==> src/rtl/csr_excp_badv.sv <==
// Exception capture (ERA/ESTAT/BADV), EENTRY, timed flush/redirect and CSR access.
// Optional fault counter at CSR 0x0F0 when CSR_EXCP_CNT_EN is defined.
module csr_excp_badv #(
   parameter int          FLUSH_CYCLES = 2,
   parameter logic [31:0] EENTRY_RST   = 32'h1c000000
) (
   input  logic        clk,
   input  logic        resetn,
   input  logic        valid_w,
   input  logic [31:0] pc_w,
   input  logic        excp_adef_w,
   input  logic        excp_ine_w,
   input  logic        excp_sys_w,
   input  logic        excp_brk_w,
   input  logic        excp_ale_w,
   input  logic [31:0] vaddr_w,
   input  logic        ertn_w,
   input  logic [13:0] csr_num,
   input  logic        csr_we,
   input  logic [31:0] csr_wmask,
   input  logic [31:0] csr_wdata,
   output logic [31:0] csr_rdata,
   output logic        excp_flush,
   output logic [31:0] excp_target
);

   localparam logic [13:0] CSR_ESTAT  = 14'h005;
   localparam logic [13:0] CSR_ERA    = 14'h006;
   localparam logic [13:0] CSR_BADV   = 14'h007;
   localparam logic [13:0] CSR_EENTRY = 14'h00c;
   localparam logic [13:0] CSR_CNT    = 14'h0f0;

   localparam logic [5:0] EC_ADEF = 6'h08;
   localparam logic [5:0] EC_INE  = 6'h0d;
   localparam logic [5:0] EC_SYS  = 6'h0b;
   localparam logic [5:0] EC_BRK  = 6'h0c;
   localparam logic [5:0] EC_ALE  = 6'h09;

   localparam logic [2:0] CNT_INIT = 3'(FLUSH_CYCLES - 1);

   typedef enum logic {
      S_IDLE,
      S_FLUSH
   } state_t;

   state_t      r_state;
   state_t      w_state_nxt;
   logic [2:0]  r_fcnt;
   logic [2:0]  w_fcnt_nxt;

   logic [31:0] r_era;
   logic [31:0] r_badv;
   logic [25:0] r_eentry;
   logic [1:0]  r_is;
   logic [5:0]  r_ecode;
   logic [8:0]  r_esub;
   logic [31:0] r_target;

   logic        w_idle;
   logic        w_fault;
   logic        w_take_fault;
   logic        w_take_ertn;
   logic        w_csr_wr;
   logic [5:0]  w_ecode;
   logic [31:0] w_era_wr;
   logic [31:0] w_badv_wr;
   logic [31:0] w_eentry_wr;
   logic [31:0] w_estat_wr;

   function automatic logic [31:0] f_merge(
      input logic [31:0] cur,
      input logic [31:0] mask,
      input logic [31:0] data
   );
      return (cur & ~mask) | (data & mask);
   endfunction

   assign w_idle  = (r_state == S_IDLE);
   assign w_fault = valid_w & (excp_adef_w | excp_ine_w | excp_sys_w |
                               excp_brk_w | excp_ale_w);

   // Anything arriving while flushing belongs to a squashed instruction.
   assign w_take_fault = w_idle & w_fault;
   assign w_take_ertn  = w_idle & valid_w & ertn_w & ~w_fault;
   assign w_csr_wr     = w_idle & valid_w & csr_we & ~w_fault;

   always_comb begin
      w_ecode = EC_ALE;
      if (excp_adef_w)      w_ecode = EC_ADEF;
      else if (excp_ine_w)  w_ecode = EC_INE;
      else if (excp_sys_w)  w_ecode = EC_SYS;
      else if (excp_brk_w)  w_ecode = EC_BRK;
   end

   assign w_era_wr    = f_merge(r_era, csr_wmask, csr_wdata);
   assign w_badv_wr   = f_merge(r_badv, csr_wmask, csr_wdata);
   assign w_eentry_wr = f_merge({r_eentry, 6'b0}, csr_wmask, csr_wdata);
   assign w_estat_wr  = f_merge({30'b0, r_is}, csr_wmask, csr_wdata);

   always_ff @(posedge clk or negedge resetn) begin
      if (!resetn) begin
         r_state <= S_IDLE;
         r_fcnt  <= '0;
      end else begin
         r_state <= w_state_nxt;
         r_fcnt  <= w_fcnt_nxt;
      end
   end

   always_comb begin
      w_state_nxt = r_state;
      w_fcnt_nxt  = r_fcnt;
      excp_flush  = 1'b0;
      unique case (r_state)
         S_IDLE: begin
            if (w_take_fault | w_take_ertn) begin
               w_state_nxt = S_FLUSH;
               w_fcnt_nxt  = CNT_INIT;
            end
         end
         S_FLUSH: begin
            excp_flush = 1'b1;
            if (r_fcnt == 3'd0) begin
               w_state_nxt = S_IDLE;
            end else begin
               w_fcnt_nxt = r_fcnt - 3'd1;
            end
         end
         default: begin
            w_state_nxt = S_IDLE;
            w_fcnt_nxt  = '0;
         end
      endcase
   end

   always_ff @(posedge clk or negedge resetn) begin
      if (!resetn) begin
         r_era <= '0;
      end else if (w_take_fault) begin
         r_era <= pc_w;
      end else if (w_csr_wr && csr_num == CSR_ERA) begin
         r_era <= w_era_wr;
      end
   end

   always_ff @(posedge clk or negedge resetn) begin
      if (!resetn) begin
         r_badv <= '0;
      end else if (w_take_fault) begin
         if (w_ecode == EC_ADEF) begin
            r_badv <= pc_w;
         end else if (w_ecode == EC_ALE) begin
            r_badv <= vaddr_w;
         end
      end else if (w_csr_wr && csr_num == CSR_BADV) begin
         r_badv <= w_badv_wr;
      end
   end

   always_ff @(posedge clk or negedge resetn) begin
      if (!resetn) begin
         r_eentry <= EENTRY_RST[31:6];
      end else if (w_csr_wr && csr_num == CSR_EENTRY) begin
         r_eentry <= w_eentry_wr[31:6];
      end
   end

   always_ff @(posedge clk or negedge resetn) begin
      if (!resetn) begin
         r_is    <= '0;
         r_ecode <= '0;
         r_esub  <= '0;
      end else if (w_take_fault) begin
         r_ecode <= w_ecode;
         r_esub  <= '0;
      end else if (w_csr_wr && csr_num == CSR_ESTAT) begin
         r_is <= w_estat_wr[1:0];
      end
   end

   always_ff @(posedge clk or negedge resetn) begin
      if (!resetn) begin
         r_target <= '0;
      end else if (w_take_fault) begin
         r_target <= {r_eentry, 6'b0};
      end else if (w_take_ertn) begin
         r_target <= r_era;
      end
   end

   assign excp_target = r_target;

`ifdef CSR_EXCP_CNT_EN
   logic [31:0] r_fault_cnt;
   logic [31:0] w_cnt_wr;

   assign w_cnt_wr = f_merge(r_fault_cnt, csr_wmask, csr_wdata);

   always_ff @(posedge clk or negedge resetn) begin
      if (!resetn) begin
         r_fault_cnt <= '0;
      end else if (w_take_fault) begin
         r_fault_cnt <= r_fault_cnt + 32'd1;
      end else if (w_csr_wr && csr_num == CSR_CNT) begin
         r_fault_cnt <= w_cnt_wr;
      end
   end
`endif

   always_comb begin
      csr_rdata = '0;
      case (csr_num)
         CSR_ESTAT:  csr_rdata = {1'b0, r_esub, r_ecode, 14'b0, r_is};
         CSR_ERA:    csr_rdata = r_era;
         CSR_BADV:   csr_rdata = r_badv;
         CSR_EENTRY: csr_rdata = {r_eentry, 6'b0};
`ifdef CSR_EXCP_CNT_EN
         CSR_CNT:    csr_rdata = r_fault_cnt;
`else
         CSR_CNT:    csr_rdata = '0;
`endif
         default:    csr_rdata = '0;
      endcase
   end

endmodule

==> config.mk <==
export PLATFORM = sky130hd
export DESIGN_NAME = csr_excp_badv
export DESIGN_NICKNAME = d
export VERILOG_FILES = /design/src/rtl/csr_excp_badv.sv
export SDC_FILE = /design/constraint.sdc
export NUM_CORES = 1
export LEC_CHECK = 0
export CAP_MARGIN = 30
export CORE_MARGIN = 1
export CORE_UTILIZATION = 64
export DETAILED_ROUTE_END_ITERATION = 6
export DONT_BUFFER_PORTS = 1
export GPL_TIMING_DRIVEN = 1
export PLACE_DENSITY_LB_ADDON = 0.1
export SYNTH_ARGS = -nofsm -noshare
export SYNTH_HDL_FRONTEND = slang
export SYNTH_SLANG_ARGS = --single-unit
==> constraint.sdc <==
create_clock -name clk -period 5.6 [get_ports clk]
set_input_delay 1.12 -clock clk [delete_from_list [all_inputs] [get_ports clk]]
set_output_delay 1.12 -clock clk [all_outputs]
set_load 0.03 [all_outputs]
[Yosys cells after proc, flatten, opt, wreduce, memory -nomap -nowiden]
Cells that the tools add are included.
Storage, ports and cells
  bits in registers: 134
  output and inout bits: 65
  logic and storage cells: 74
Operators by class
  add/subtract/negate cells: 1
  equal/unequal tests: 9
  multiplexer cells: 20
  bitwise operators: 25
  reduce and logical (&&, ||, !) cells: 11
Operator list (count)
  $mux 32: 8
  $and 32x32->32: 4
  $pmux 32 s4: 1
  $or 32x32->32: 3
  $eq 14x3->1 const B: 3
  $not 32->32: 1
  $mux 6: 3
  $eq 14x4->1 const B: 1
  $eq 6x4->1 const B: 2
  $mux 3: 3
  $and 1x1->1: 7
  $pmux 3 s2: 1
  $reduce_and 2->1: 3
  $reduce_bool 2->1: 3
  $or 1x1->1: 5
  $logic_and 1x1->1: 4
  $logic_not 3->1: 1
  $mux 1: 3
  $ne 3x1->1 const B: 1
  $not 1->1: 3
  $sub 3x1->3 const B: 1
  $and 2x2->2: 1
  $ne 2x1->1 const B: 1
  $ne 2x2->1 const B: 1
  2 further kinds: 2

[Longest topological paths before layout]
Gate-level depths: netlist of the first run.
  depth after elaboration: 10
  mapped depth: 8
  depth with buffers taken out: 6

[Worst setup path before layout of the first run]
OpenSTA, ideal clock, no wires.
  kind: input port to output port
  start point: input port csr_num[5]
  end point: output port csr_rdata[16]
  arrival time: 2.826 ns
  data required time: 4.480 ns
  slack: 1.654 ns
  stages on the path: 4
  path buffers: 1
  path through: or4_1 -> nor4_2 -> clkbuf_1 -> a221o_1
On the way
  longest elaborated chain between the ends: 2
  elaborated cells between the ends (all ways): 5
  classes of those cells: eq/ne (4); mux (1)
RTL lines
  from (decl): line 18  | input logic [13:0] csr_num,
  $eq 14x4->1 or $eq 14x3->1 (tied branches): line 212  | case (csr_num)
  $pmux 32 s4 *: line 212
  to (decl): line 22  | output logic [31:0] csr_rdata,
Every way passes the cells marked *; elsewhere a longest branch is shown, timed or not.

[Worst setup path after layout of the first run]
  start point: input port csr_num[13]
  end point: output port csr_rdata[29]
Same word-level chain as after synthesis.

==> results by group, run 1 <==
Routing
  – Topmost layer with routed signal wires: met4
  – Number of remaining DRC errors: 1
  – Final WL: 24340 um
  – Total iterations of the first detailed-routing run: 7
  – Remaining antenna violation count after routing: 0
  – Length of routed met2 wiring: 11820 um
  – Detailed route wirelength on metal3: 2385 um
  – Detailed-route via count: 7127
  – Wire length per cell: 25.07 um
  – Via-per-instance ratio: 7.340
  – DRC marker count from the first detailed-route iteration: 821
  – Metal-1 WL: 9240 um

Global route
  – First-pass GRT wire length: 38360 um
  – Largest net degree at the start of global routing: 133
  – Total global routing track utilization: 39.00%
  – Initial antenna violation count: 0
  – Gr ovfl total: 0
  – Number of global-route vias before repair: 7205

Power and ir drop
  – Total power: 3646 uW
  – Net Switching: 1311 uW
  – Net Sw Frac: 35.95%
  – Sequential power share: 48.6%
  – Clk network pwr share: 28.0%
  – Worst VDD drop: 0.2810 mV
  – Power per cell area: 422.8 nW/um^2
  – Internal portion of total power: 2335 uW
  – Relative contribution of combinational cells to total power: 23.3%
  – Static Leakage: 0.003722 uW

Logic synthesis
  – Sequential share of the synthesized area: 41.52%
  – Post-synthesis cell type with the largest combined area: sky130_fd_sc_hd__dfrtp_1
  – Synthesis Warnings: 0
  – Most common cell in the synthesized netlist: sky130_fd_sc_hd__dfrtp_1
  – Post-synth EDFFs: 0
  – Count of cell types in the netlist: 51
  – Number of nets in the synthesized netlist: 982
  – Top cells by instance count after synthesis: sky130_fd_sc_hd__dfrtp_1 (129), sky130_fd_sc_hd__nand2_1 (70), sky130_fd_sc_hd__nor2_1 (67), sky130_fd_sc_hd__mux2i_1 (66), sky130_fd_sc_hd__clkbuf_1 (48)
  – Number of register bits inferred by synthesis: 132
  – Fraction of registers with async set/reset: 100.0%
  – Most area-consuming cells after synthesis: sky130_fd_sc_hd__dfrtp_1 (41%), sky130_fd_sc_hd__mux2i_1 (8.3%), sky130_fd_sc_hd__mux2_1 (5.8%)
  – Synthesized cell area: 7965 um^2
  – Synth Flop Type: sky130_fd_sc_hd__dfrtp_1
  – Fraction of synthesized cell area taken by the top area cell type: 40.53%
  – Synthesized area divided by synthesized cell count: 9.620 um^2
  – Instance count of the mapped netlist: 828

STA
  – Final slew viol count: 0
  – Total negative slack: 0 ns
  – Fin crit period: 4.642 ns
  – Transition at the pin with the smallest max-transition slack: 1.003 ns
  – Unrepaired setup endpoints after global routing: no
  – Max Clock Skew: 0.006360 ns
  – Highest achievable clock rate: 215.4 MHz
  – Setup violation total in the final timing report: 0
  – Slew headroom: 32.59%
  – Number of endpoints with negative hold slack in the final report: 0
  – Share of the clock period used by the worst path: 82.89%

Worst hold path
  – Path type of the worst min-delay path: input port to async pin

Worst setup path
  – Startpoint Class: input port
  – Kind of end point of the critical path: primary output
  – Largest fanout of any net on the critical path: 16
  – Arrival time of the worst setup path: 3.52 ns
  – Data required, critical path: 4.48 ns
  – Critical path start-end classification: input port to primary output

Floorplanning
  – Row count: 40
  – Vertical extent of the die: 113.6 um
  – Initial core utilization: 66.04%
  – Die ar.: 12900 um^2
  – Number of top-level pins: 217
  – Core footprint: 12060 um^2
  – Width of the chip: 113.6 um

Clock tree
  – CTS tree: yes
  – Count of hold buffers inserted by post-cts repair: 0
  – CTS-repair resized insts: 0
  – Maximum clock path buffer count: 2
  – Number of post-CTS setup repair buffers: 0
  – Worst-path clk slew: 0.05 ns
  – Inserted Clock Buffers: 17
  – Htree depth: 4
  – Sinks on the clock net: 132
  – Clk Latency, worst-skew pair: 0.42 ns
  – Root Buffer Master: sky130_fd_sc_hd__clkbuf_16

Flow run
  – Max-cap violations: 0

Status
  – Outcome: finished, violations left
  – Violations in the final reports: design-rule violations

Placed design
  – Routability-driven placement congestion ratio: 0.8591
  – Count of input and output buffers: 0
  – Estimated wirelength of the detail-placed design: 15590 um

Finish
  – Post-layout net count: 944
  – Area grow syn2layout: 8.278%
  – Ant. Diodes: 0
  – Share of cells above drive strength 1: 13.70%
  – Total of fill cells in the finished design: 928
stage by stage:
stage	hold slack, ns	cells	instance area (um^2)	setup WS [ns]	util, %
after floorplan	0.4356	828	7965	1.654	-
after global placement	0.4509	938	8071	1.183	66.92
after detailed placement	0.4707	939	8092	1.075	67.09
after CTS	0.3862	971	8625	1.065	71.50
after global routing	0.3881	971	8625	0.8420	71.50
final	0.3994	971	8625	0.9580	71.50
layout by cell type, fill, tap and decap left out, drive strengths merged, types with 2 or more instances in the layout:
cell	count
nand2	70
ha	2
nand4	32
a221o	4
o31ai	3
a22o	10
clkinv	4
nor2b	2
o21ai	34
o211ai	30
nor3	3
mux2	60
inv	28
dfstp	3
dfrtp	129
mux2i	66
clkbuf	27
and4	2
a21oi	28
nand3	30
nand2b	2
buf	19
nor4	6
nor2	67
o2111ai	2
or2	3
or4	3
a31oi	32
a22oi	4
or3	3
nor4bb	2
o22ai	60
a222oi	22
nand3b	2
layer usage:
layer | global-route usage, % | vias to the layer above
li1 | - | 3071
met1 | 48.45 | 3529
met2 | 62.76 | 437
met3 | 10.52 | 90
met4 | 19.91 | 0
met5 | 0 | -
power groups by stage:
stage	clock network (uW)	registers, uW	logic (uW)
final	1020	1770	850
after global routing	1060	1810	940
after CTS	1030	1760	843
after detailed placement	0	1770	841
after global placement	0	1760	787
after floorplan	0	1680	686
kinds of logic after synthesis:
group / Yosys count / share of synthesized area (%)
fa+ha+maj: 2 / 0.3141
compound gates: 233 / 21.96
buf+inv: 104 / 5.545
flops: 132 / 41.52
mux: 126 / 16.78
simple gates: 231 / 13.89
cell type report:
cell class	instances	area, um^2	area share (%)
flip-flops and latches	132	3307	38.34
well taps	168	210.2	2.437
inverters	28	105.1	1.219
repair buffers	19	180.2	2.089
clock inverters	5	50.05	0.5803
multi-input cells	592	4289	49.73
clock buffers	27	483.0	5.600
worst paths after layout:
check / start / to / slack (ns) / depth (start not counted)
max: csr_num[13] / csr_rdata[29] / 0.96 / 5
min: resetn / excp_target[5] / 0.40 / 0
max reg2reg: r_state / flip-flop / 2.95 / 5
min reg2reg: r_fcnt[0] / r_fcnt[0] / 0.48 / 1
max in group asynchronous: resetn / async pin / 4.95 / 0
min in group clk: r_fcnt[0] / r_fcnt[0] / 0.48 / 1
worst max-delay path: stages:
cell	delay (ns)
sky130_fd_sc_hd__nor4_1	0.74
sky130_fd_sc_hd__and4_1	0.84
sky130_fd_sc_hd__buf_4	0.41
sky130_fd_sc_hd__a222oi_1	0.16
sky130_fd_sc_hd__inv_1	0.24
No activity file was read; power rests on OpenSTA's default activity.
==> run 2: changes to the inputs <==
==> constraint.sdc (replaced) <==
create_clock -name clk -period 4.45 [get_ports clk]
set_input_delay 0.89 -clock clk [delete_from_list [all_inputs] [get_ports clk]]
set_output_delay 0.89 -clock clk [all_outputs]
set_load 0.03 [all_outputs]
==> results by group, run 2 (same netlist as run 1, synthesis figures left out) <==
Placed design
  – Estimated wirelength of the detail-placed design: 15620 um (+0.16%)
  – Routability-driven placement congestion ratio: 0.8818 (+2.6%)
  – Count of input and output buffers: 0 (unchanged)

Finish
  – Commonest cells after routing, fill and taps aside: sky130_fd_sc_hd__dfrtp_1 (129), sky130_fd_sc_hd__nand2_1 (70), sky130_fd_sc_hd__mux2i_1 (66)
  – Ant. Diodes: 0 (unchanged)
  – Total of fill cells in the finished design: 931 (+0.32%)
  – Share of cells above drive strength 1: 14.67% (+0.97 points)
  – Post-layout net count: 952 (+0.85%)
  – Area grow syn2layout: 9.127%
  – Most common cell after layout, fill and taps aside: sky130_fd_sc_hd__dfrtp_1

STA
  – Total negative slack: 0 ns (unchanged)
  – Max Clock Skew: 0.009513 ns (+0.003152 ns)
  – Number of endpoints with negative hold slack in the final report: 0 (unchanged)
  – Final slew viol count: 0 (unchanged)
  – Transition at the pin with the smallest max-transition slack: 0.8688 ns (-0.1338 ns)
  – Highest achievable clock rate: 272.6 MHz
  – Slew headroom: 42.08% (+9.5 points)
  – Share of the clock period used by the worst path: 82.43%
  – Fin crit period: 3.668 ns
  – Setup violation total in the final timing report: 0 (unchanged)
  – Unrepaired setup endpoints after global routing: no

Worst setup path
  – Startpoint Class: input port
  – Max incr delay on CP: 0.69 ns (-0.15 ns)
  – Buffering stage count on the worst path with inverters included: 0 (-2)
  – Crit path cell chain: nor4_1, nand3_1, nor2_1, a221o_1
  – Cell count of the worst reg-to-reg path: 5 (unchanged)
  – Flop2flop setup slack: 1.80 ns (-1.15 ns)
  – Critical path start-end classification: input port to primary output
  – Critical-path top delay cell: sky130_fd_sc_hd__nor4_1
  – Worst flop-to-flop path startpoint: r_state
  – Data required, critical path: 3.56 ns (-0.92 ns)
  – Arrival time of the worst setup path: 2.78 ns (-0.74 ns)
  – Largest fanout of any net on the critical path: 8 (-8)
  – Kind of cell with the highest combined delay on the critical path: simple AND/OR/NAND/NOR gates
  – Kind of end point of the critical path: primary output
  – Total stage count of the critical path: 4 (-1)

Power and ir drop
  – Relative contribution of combinational cells to total power: 22.9% (-0.4 points)
  – Power per cell area: 529.2 nW/um^2 (+25%)
  – Sequential power share: 48.6% (about the same)
  – Net Switching: 1659 uW (+27%)
  – Static Leakage: 0.003767 uW (+1.2%)
  – Net Sw Frac: 36.06% (+0.11 points)
  – Clk network pwr share: 28.5% (+0.5 points)
  – Worst VDD drop: 0.4354 mV (+55%)
  – Internal portion of total power: 2941 uW (+26%)
  – Total power: 4600 uW (+26%)

Clock tree
  – Maximum clock path buffer count: 2 (unchanged)
  – CTS tree: yes
  – Worst-path clk slew: 0.05 ns (about the same)
  – Inserted Clock Buffers: 17 (unchanged)
  – Clk Latency, worst-skew pair: 0.43 ns (about the same)
  – Root Buffer Master: sky130_fd_sc_hd__clkbuf_16
  – Sinks on the clock net: 132 (unchanged)
  – Number of post-CTS setup repair buffers: 0 (unchanged)
  – CTS-repair resized insts: 0 (unchanged)
  – Count of hold buffers inserted by post-cts repair: 0 (unchanged)
  – Htree depth: 4 (unchanged)

Routing
  – Via-per-instance ratio: 7.317 (-0.32%)
  – Wire length per cell: 25.01 um (-0.23%)
  – DRC marker count from the first detailed-route iteration: 936 (+14%)
  – Remaining antenna violation count after routing: 0 (unchanged)
  – Total iterations of the first detailed-routing run: 7 (unchanged)
  – Number of remaining DRC errors: 14 (+13)
  – Final WL: 24490 um (+0.60%)
  – Detailed-route via count: 7163 (+0.51%)

Global route
  – First-pass GRT wire length: 38360 um (about the same)
  – Largest net degree at the start of global routing: 133 (unchanged)
  – Gr ovfl total: 0 (unchanged)
  – Total global routing track utilization: 39.11% (+0.11 points)
  – Initial antenna violation count: 0 (unchanged)
  – Number of global-route vias before repair: 7259 (+0.75%)

Floorplanning
  – Vertical extent of the die: 113.6 um (unchanged)
  – Row count: 40 (unchanged)
  – Initial core utilization: 66.04% (unchanged)
  – Core footprint: 12060 um^2 (unchanged)
  – Die ar.: 12900 um^2 (unchanged)
  – Number of top-level pins: 217 (unchanged)
  – Width of the chip: 113.6 um (unchanged)

Worst hold path
  – Path type of the worst min-delay path: input port to async pin

Flow run
  – Max-cap violations: 0 (unchanged)

Status
  – Outcome: finished, violations left
  – Violations in the final reports: design-rule violations
-- run 2: metrics by stage --
step / utilization, % / instance area, um^2 / hold WS (ns) / std cells / worst slack (ns)
2_1_floorplan: - / 7965 / 0.4356 / 828 / 0.9639
3_3_place_gp: 67.52 / 8144 / 0.4565 / 946 / 0.9147
3_5_place_dp: 67.52 / 8144 / 0.4708 / 946 / 0.8628
4_1_cts: 72.02 / 8687 / 0.1460 / 978 / 0.8073
5_1_grt: 72.06 / 8692 / 0.1439 / 979 / 0.5550
6_report: 72.06 / 8692 / 0.1633 / 979 / 0.7816
-- run 2: area by class of cell --
| cell class | instances | area, um^2 | area share [%] |
|---|---|---|---|
| Timing Repair Buffer | 27 | 237.7 | 2.735 |
| Multi-Input combinational cell | 592 | 4289 | 49.34 |
| Clock buffer | 27 | 493.0 | 5.672 |
| Sequential cell | 132 | 3307 | 38.05 |
| Tap cell | 168 | 210.2 | 2.418 |
| Clock inverter | 5 | 50.05 | 0.5758 |
| Inverter | 28 | 105.1 | 1.209 |
-- run 2: routing by layer --
layer | share of wire (%) | track usage (%) | vias to the layer above | wire [um]
li1 | - | - | 3088 | -
met1 | 39 | 49.81 | 3527 | 9524
met2 | 47 | 60.33 | 472 | 11500
met3 | 10 | 10.95 | 76 | 2559
met4 | 3.7 | 21.93 | 0 | 902
met5 | 0 | 0 | - | 0
-- run 2: worst max path at each step --
| stage | startpoint | endpoint | slack [ns] |
|---|---|---|---|
| after global routing | csr_num[13] | csr_rdata[0] | 0.56 |
| after detailed placement | csr_num[13] | csr_rdata[0] | 0.86 |
| after global placement | csr_num[13] | csr_rdata[0] | 0.91 |
| after CTS | csr_num[13] | csr_rdata[16] | 0.81 |
| final | csr_num[13] | csr_rdata[16] | 0.78 |
| after floorplan | csr_num[5] | csr_rdata[16] | 0.96 |
-- run 2: power groups by stage --
| stage | Combinational [uW] | Sequential [uW] | Clock (uW) |
|---|---|---|---|
| 2_1_floorplan | 864 | 2110 | 0 |
| 3_3_place_gp | 990 | 2220 | 0 |
| 3_5_place_dp | 1040 | 2230 | 0 |
| 4_1_cts | 1050 | 2220 | 1330 |
| 5_1_grt | 1160 | 2270 | 1380 |
| 6_report | 1050 | 2240 | 1310 |
-- run 2: worst reg2reg max path, stage by stage, from the launching register on --
cell	delay (ns)
sky130_fd_sc_hd__dfrtp_1	0.59
sky130_fd_sc_hd__nand3b_1	0.34
sky130_fd_sc_hd__or4_2	0.58
sky130_fd_sc_hd__buf_4	0.40
sky130_fd_sc_hd__o21ai_0	0.42
sky130_fd_sc_hd__a31oi_1	0.16
